`src/rtl/rng_arbiter.sv`:
```
// rng_arbiter: shares one free-running RNG among NUM_REQ requesters.
// A round-robin arbiter picks a requester, then rejection-samples rng_rand
// against that requester's exclusive upper bound. The bound is latched at
// grant time. The transaction completes with a one-cycle one-hot ack, or with
// fail after MAX_TRIES rejected samples.
//
// Ports:
//   clk        sole clock, rising edge
//   rst_n      asynchronous active-low reset
//   rng_rand   free-running random word
//   req        level request per requester, held until its ack
//   req_bound  packed per-requester exclusive bound (0 = accept anything)
//   ack        one-hot completion pulse, one cycle
//   rand_out   accepted value (0 on fail), held until the next completion
//   fail       completion without an accepted value
//   busy       transaction in progress (SAMPLE or DONE)
module rng_arbiter #(
  parameter int unsigned NUM_REQ   = 4,
  parameter int unsigned WIDTH     = 12,
  parameter int unsigned MAX_TRIES = 16
) (
  input  logic                       clk,
  input  logic                       rst_n,
  input  logic [WIDTH-1:0]           rng_rand,
  input  logic [NUM_REQ-1:0]         req,
  input  logic [NUM_REQ*WIDTH-1:0]   req_bound,
  output logic [NUM_REQ-1:0]         ack,
  output logic [WIDTH-1:0]           rand_out,
  output logic                       fail,
  output logic                       busy
);

  localparam int unsigned GW = (NUM_REQ > 1) ? $clog2(NUM_REQ) : 1;
  localparam int unsigned TW = (MAX_TRIES > 1) ? $clog2(MAX_TRIES) : 1;

  typedef enum logic [1:0] {
    IDLE   = 2'd0,
    SAMPLE = 2'd1,
    DONE   = 2'd2
  } state_t;

  state_t            state_q, state_d;
  logic [GW-1:0]     gid_q, gid_d;
  logic [GW-1:0]     last_q, last_d;
  logic [WIDTH-1:0]  bound_q, bound_d;
  logic [TW-1:0]     try_q, try_d;
  logic [NUM_REQ-1:0] ack_d;
  logic [WIDTH-1:0]  rand_d;
  logic              fail_d;
  logic              busy_d;

  logic              pick_vld;
  logic [GW-1:0]     pick_idx;
  logic [WIDTH-1:0]  bounds [NUM_REQ];

  // Unpack the flat bound bus into one word per requester.
  for (genvar i = 0; i < NUM_REQ; i++) begin : g_bounds
    assign bounds[i] = req_bound[WIDTH*i +: WIDTH];
  end

  // Round-robin pick: scan last+1 .. last+NUM_REQ with wrap; the loop runs
  // farthest-first so the nearest active requester is the one that sticks.
  always_comb begin
    int idx;
    pick_vld = 1'b0;
    pick_idx = '0;
    idx      = 0;
    for (int k = int'(NUM_REQ); k >= 1; k--) begin
      idx = int'(last_q) + k;
      if (idx >= int'(NUM_REQ)) idx = idx - int'(NUM_REQ);
      if (req[GW'(idx)]) begin
        pick_vld = 1'b1;
        pick_idx = GW'(idx);
      end
    end
  end

  // State register plus the registered datapath and outputs.
  always_ff @(posedge clk or negedge rst_n) begin
    if (!rst_n) begin
      state_q  <= IDLE;
      gid_q    <= '0;
      last_q   <= GW'(NUM_REQ - 1);
      bound_q  <= '0;
      try_q    <= '0;
      ack      <= '0;
      rand_out <= '0;
      fail     <= 1'b0;
      busy     <= 1'b0;
    end else begin
      state_q  <= state_d;
      gid_q    <= gid_d;
      last_q   <= last_d;
      bound_q  <= bound_d;
      try_q    <= try_d;
      ack      <= ack_d;
      rand_out <= rand_d;
      fail     <= fail_d;
      busy     <= busy_d;
    end
  end

  // Next-state and next-output logic; ack is raised on the edge that enters
  // DONE so it is high exactly for the DONE cycle.
  always_comb begin
    state_d = state_q;
    gid_d   = gid_q;
    last_d  = last_q;
    bound_d = bound_q;
    try_d   = try_q;
    ack_d   = '0;
    rand_d  = rand_out;
    fail_d  = fail;

    unique case (state_q)
      IDLE: begin
        if (pick_vld) begin
          gid_d   = pick_idx;
          bound_d = bounds[pick_idx];
          try_d   = '0;
          state_d = SAMPLE;
        end
      end
      SAMPLE: begin
        if (!req[gid_q]) begin
          // Requester withdrew: drop quietly, but still rotate priority.
          last_d  = gid_q;
          state_d = IDLE;
        end else if ((bound_q == '0) || (rng_rand < bound_q)) begin
          rand_d        = rng_rand;
          fail_d        = 1'b0;
          ack_d[gid_q]  = 1'b1;
          state_d       = DONE;
        end else if (try_q == TW'(MAX_TRIES - 1)) begin
          rand_d        = '0;
          fail_d        = 1'b1;
          ack_d[gid_q]  = 1'b1;
          state_d       = DONE;
        end else begin
          try_d = try_q + TW'(1);
        end
      end
      DONE: begin
        last_d  = gid_q;
        state_d = IDLE;
      end
      default: state_d = IDLE;
    endcase

    busy_d = (state_d != IDLE);
  end

endmodule

```
`config.mk`:
```
export PLATFORM = sky130hd
export DESIGN_NAME = rng_arbiter
export DESIGN_NICKNAME = d
export VERILOG_FILES = /design/src/rtl/rng_arbiter.sv
export SDC_FILE = /design/constraint.sdc
export NUM_CORES = 1
export LEC_CHECK = 0
export ABC_CLOCK_PERIOD_IN_PS = 2900
export CAP_MARGIN = 20
export CORE_UTILIZATION = 40
export CTS_CLUSTER_SIZE = 24
export DETAILED_ROUTE_END_ITERATION = 10
export HOLD_SLACK_MARGIN = 0.15
export PLACE_DENSITY_LB_ADDON = 0.2
export SLEW_MARGIN = 10
export SYNTH_ARGS = -nofsm -noshare
export SYNTH_HDL_FRONTEND = slang
export SYNTH_SLANG_ARGS = --single-unit
```
`constraint.sdc`:
```
create_clock -name clk -period 2.9 [get_ports clk]
set_clock_uncertainty 0.05 [all_clocks]
set_input_delay 0.58 -clock clk [delete_from_list [all_inputs] [get_ports clk]]
set_output_delay 0.58 -clock clk [all_outputs]
set_load 0.005 [all_outputs]
```
# Word-level counts from Yosys, hierarchy flattened
# Index checks and enable logic that the tools add are counted.
[totals] reg_bits=40 latch_bits=0 ram_bits=0 romBits=0 output_inout_bits=18 wordCells=102 n_memories=0
[op_classes] n_addsub=9 n_mul=0 div=0 n_lt_le_gt_ge=12 eq_ne=8 shift=0 muxes=51 bitwise_logic=1 n_reduce_logical=12
[ops] op="2-to-1 mux 12 bit" n=4
[ops] op="2-to-1 mux 4 bit" n=8
[ops] op="2-to-1 mux 2 bit" n=13
[ops] op="binary-select mux 12 bit (select 2 bit)" n=1
[ops] op="< comparator 2 x 4 -> 1 bit (second input constant)" n=4
[ops] op="2-to-1 mux 1 bit" n=16
[ops] op="greater-or-equal comparator 3 bit (second input constant)" n=4
[ops] op="logical NOT 12 bit" n=1
[ops] op="< comparator 12 bit" n=1
[ops] op="binary-select mux 1 bit (select 2 bit)" n=5
[ops] op="!= test 2 bit (second input constant)" n=5
[ops] op="one-hot mux 2 bit (2 select lines)" n=2
[ops] op="one-hot mux 4 bit (2 select lines)" n=1
[ops] op="nonzero test 2 bit" n=4
[ops] op="subtractor 2 x 1 -> 2 bit (second input constant)" n=4
[ops] op="adder 2 x 2 -> 3 bit (second input constant)" n=2
[ops] op="AND reduction 5 bit" n=1
[ops] op="adder 2 x 3 -> 4 bit (second input constant)" n=1
[ops] op="adder 4 x 1 -> 4 bit (second input constant)" n=1
[ops] op="== test 4 bit (second input constant)" n=1
[ops] op="greater-or-equal comparator 4 x 3 -> 1 bit (second input constant)" n=1
[ops] op="AND reduction 2 bit" n=2
[ops] op="adder 2 x 1 -> 3 bit (second input constant)" n=1
[ops] op="< comparator 2 x 3 -> 1 bit (second input constant)" n=1
[ops] op="9 further kinds" n=9

# Depth between registers and ports, before layout
[depth] depth_word=14 ltp_mapped=10

# Worst setup path after synthesis
# No wires, ideal clock.
[synth_timing] path_type="input port to flip-flop" from="input port rng_rand[11]" to="register rand_out[0]" setup_time_ns=0.121 t_arrival_ns=2.022 t_required_ns=2.729 setup_slack_ns=0.707 path_stages=6 n_path_buf=1 path_cell_list="ha_1 > nand4_1 > o41ai_2 > a21oi_1 > buf_2 > a22o_1"
[synth_via] elab_chain_cells=4
[synth_rtl] item="start, declared" line_no="24" text="input logic [WIDTH-1:0] rng_rand,"
[synth_rtl] item="< comparator 12 bit *" line_no="129" text="end else if ((bound_q == '0) || (rng_rand < bound_q)) begin"
[synth_rtl] item="logical OR 1 bit *" line_no="129"
[synth_rtl] item="nonzero test 2 bit (no source line)"
[synth_rtl] item="AND reduction 3 bit (no source line)"
[synth_rtl] item="end signal, assigned" line_no="97" text="rand_out <= rand_d;"
[synth_rtl] item="end, declared" line_no="28" text="output logic [WIDTH-1:0] rand_out,"
# Mark *: on every way between the ends. The rest lies on a longest branch, timed or not.
# A chain may end at the register's enable or synchronous reset.

# Final worst setup path
[layout_timing] from="input port rng_rand[11]" to="register rand_out[10]"
# Same word-level chain as after synthesis.

==> results.cfg <==
[global_route]
grt_pass1_wl_mm = 8.75
grt_pass1_vias = 1946
grt_max_degree = 41
grt-ovfl-total = 0
grtUsageTotal = 0.182
antenna_found_initial = 0

[timing]
maxSlewHeadroom = 0.444
slew_violations = 0
worst_slew_pin_slew_ns = 0.833
rsz0062_at_grt = no
period_share = 0.869
final.setup.tns_ns = 0
fin_ws_ns = 0.380
hold_viol = 0
setup_violations = 0
fmax_mhz = 397
period_needed_ns = 2.52
hold_ws_ns = 0.336

[power]
ir_worst_vdd_v = 0.000477
p_seq_frac = 0.356
p_per_area_mw_per_mm2 = 859
power_leakage_nw = 1.51
finalPower_mw = 2.85
switching_share = 0.361
clkPwrFrac = 0.129
pwr-share-comb = 0.514
p_sw_mw = 1.03
p_int_mw = 1.82

[layout]
fill_cells = 479
multi_input_area_mm2 = 0.00120
diodes = 0
area.sequential_mm2 = 0.00100
fin_nets = 382
finalInstanceArea_mm2 = 0.00332
final_cells = 377
fin_util = 0.599
drive_gt1_frac = 0.111
syn_to_final_growth_pct = 42.6

[yosys]
async_flop_share = 1.00
synth_ff_type = dfrtp_1
synthCells = 218
syn_avg_cell_area_um2 = 10.7
syn_area_mm2 = 0.00233
synth_nets = 296
yosysTopAreaCellShare = 0.409
synth_cell_types = 36
synth-edff-count = 0
synth_area_leaders = dfrtp_1 (41%), mux2i_1 (12%), mux2_2 (7.3%)
seq_area_frac_synth = 0.431
ys_ff_latch = 40
yosysWarnings = 0
synth_area_leader_cell = dfrtp_1

[clock_tree]
cts-resized-gates = 0
cts_max_level = 2
clk_latency_ns = 0.29
clock-sinks = 40
cts_buffers = 5
cts_hold_buf = 0
clockBufferDepth = 2
post_cts_buffers = 0
path_clk_slew_ns = 0.07
clockRootBuffer = clkbuf_8
cts_tree = done

[critical_path]
start_kind = input pin
crit_end = rand_out[10]
critical_path_required_ns = 3.03
ff2ff_setup_slack_ns = 0.69
critPathLaunch = rng_rand[11]
reg2reg_from = bound_q[11]
end_kind = flop
cp.arrival_ns = 2.65
rr_worst_depth = 10
crit_type = in -> reg
r2r_end = rand_out[10]
path_max_fanout = 17

[floorplan]
die_x_um = 78.3
rows = 27
design.core.area_mm2 = 0.00554
boundaryPins = 84
initial_core_util = 0.420
die_height_um = 78.3
die_area_mm2 = 0.00613

[detailed_routing]
via_per_inst = 5.03
drtAntennaViolNets = 0
initialDrtViolationCount = 88
drc = 0
routed-via-count = 1895
drt-wirelength-per-cell_um = 13.0
dr.pass1.iters = 4
wl_mm = 4.90

[placed_design]
place.gp.congestion = 0.774
post-dp-hpwl_mm = 3.92
dp_slack_ns = -0.146
placed_cell_area_mm2 = 0.00322
io_buffers = 83
dp_cells = 369

[run]
drv_cap = 0

[status]
outcome = finished, final reports clean

[worst_hold_path]
hp-class = in -> async
-- Yosys cell counts, types with 3 or more instances --
library cell / count
clkbuf_1: 3
o21ai_0: 11
nor4_1: 3
inv_1: 16
a22o_1: 12
ha_1: 12
mux2i_1: 28
o21ai_1: 6
mux2_2: 15
a21oi_1: 8
nand2b_1: 3
nand3_1: 3
nor2_1: 5
nand2_1: 25
dfrtp_1: 38
-- worst min path at each step --
stage / end / from
after floorplan: ack[0] / rst_n
after global placement: try_q[3] / try_q[3]
after detailed placement: try_q[3] / try_q[3]
after CTS: ack[1] / rst_n
after global routing: ack[1] / rst_n
final: ack[1] / rst_n
-- worst max-delay path, cell delays in order --
cell             delay, ns
clkdlybuf4s50_1       0.44
ha_1                  0.34
a21oi_1               0.15
o21ai_0               0.11
a21oi_1               0.18
o41ai_2               0.12
buf_4                 0.16
a21o_1                0.15
buf_4                 0.19
a22o_1                0.24
-- cells in the final DEF, fill, tap and decap left out, types with 3 or more instances in the layout --
master           instances
a22o_1                  12
buf_4                    4
o21ai_0                 11
nand2b_1                 3
clkbuf_8                 6
nor2_1                   5
ha_1                    12
a21oi_1                  7
nand2_1                 25
nand3_1                  3
clkdlybuf4s50_1         82
dfrtp_1                 38
mux2i_1                 28
inv_1                   16
o21ai_1                  6
nor4_1                   3
mux2_2                  15
-- cell families after synthesis --
family,after synthesis,share of synthesized area
flip-flops,40,0.431
buffers and inverters,25,0.0575
AO/OA/AOI/OAI,48,0.142
AND/OR/NAND/NOR,49,0.100
adder cells (fa/ha/maj),12,0.0645
multiplexers,44,0.204
-- registers in the layout (all words and copies together), names as in the netlist, 2 cells and up --
register,count
ack,4
bound_q,12
gid_q,2
last_q,2
rand_out,12
state_q,2
try_q,4
-- layer usage --
metal  wire, um  share of wire  track usage  vias to the layer above
li1           -              -            -                      957
met3        309          0.063       0.0384                        6
met5          0              0            0                        -
met1       2150           0.44        0.232                      862
met2       2370           0.48        0.306                       70
met4         71          0.014       0.0611                        0
-- power groups by stage --
| stage | clock, mW | sequential (mW) | combinational [mW] |
|---|---|---|---|
| 3_5_place_dp | 0 | 1.03 | 1.47 |
| 4_1_cts | 0.379 | 1.02 | 1.49 |
| 2_1_floorplan | 0 | 0.966 | 1.02 |
| 5_1_grt | 0.404 | 1.05 | 1.67 |
| 3_3_place_gp | 0 | 1.02 | 1.44 |
| 6_report | 0.368 | 1.02 | 1.47 |
-- cell type report --
type | instances | area share
Multi-Input combinational cell | 153 | 0.361
Timing Repair Buffer | 88 | 0.264
Clock buffer | 8 | 0.0271
Inverter | 16 | 0.0181
Sequential cell | 40 | 0.302
Tap cell | 72 | 0.0271
Power figures use the tool's default switching activity.
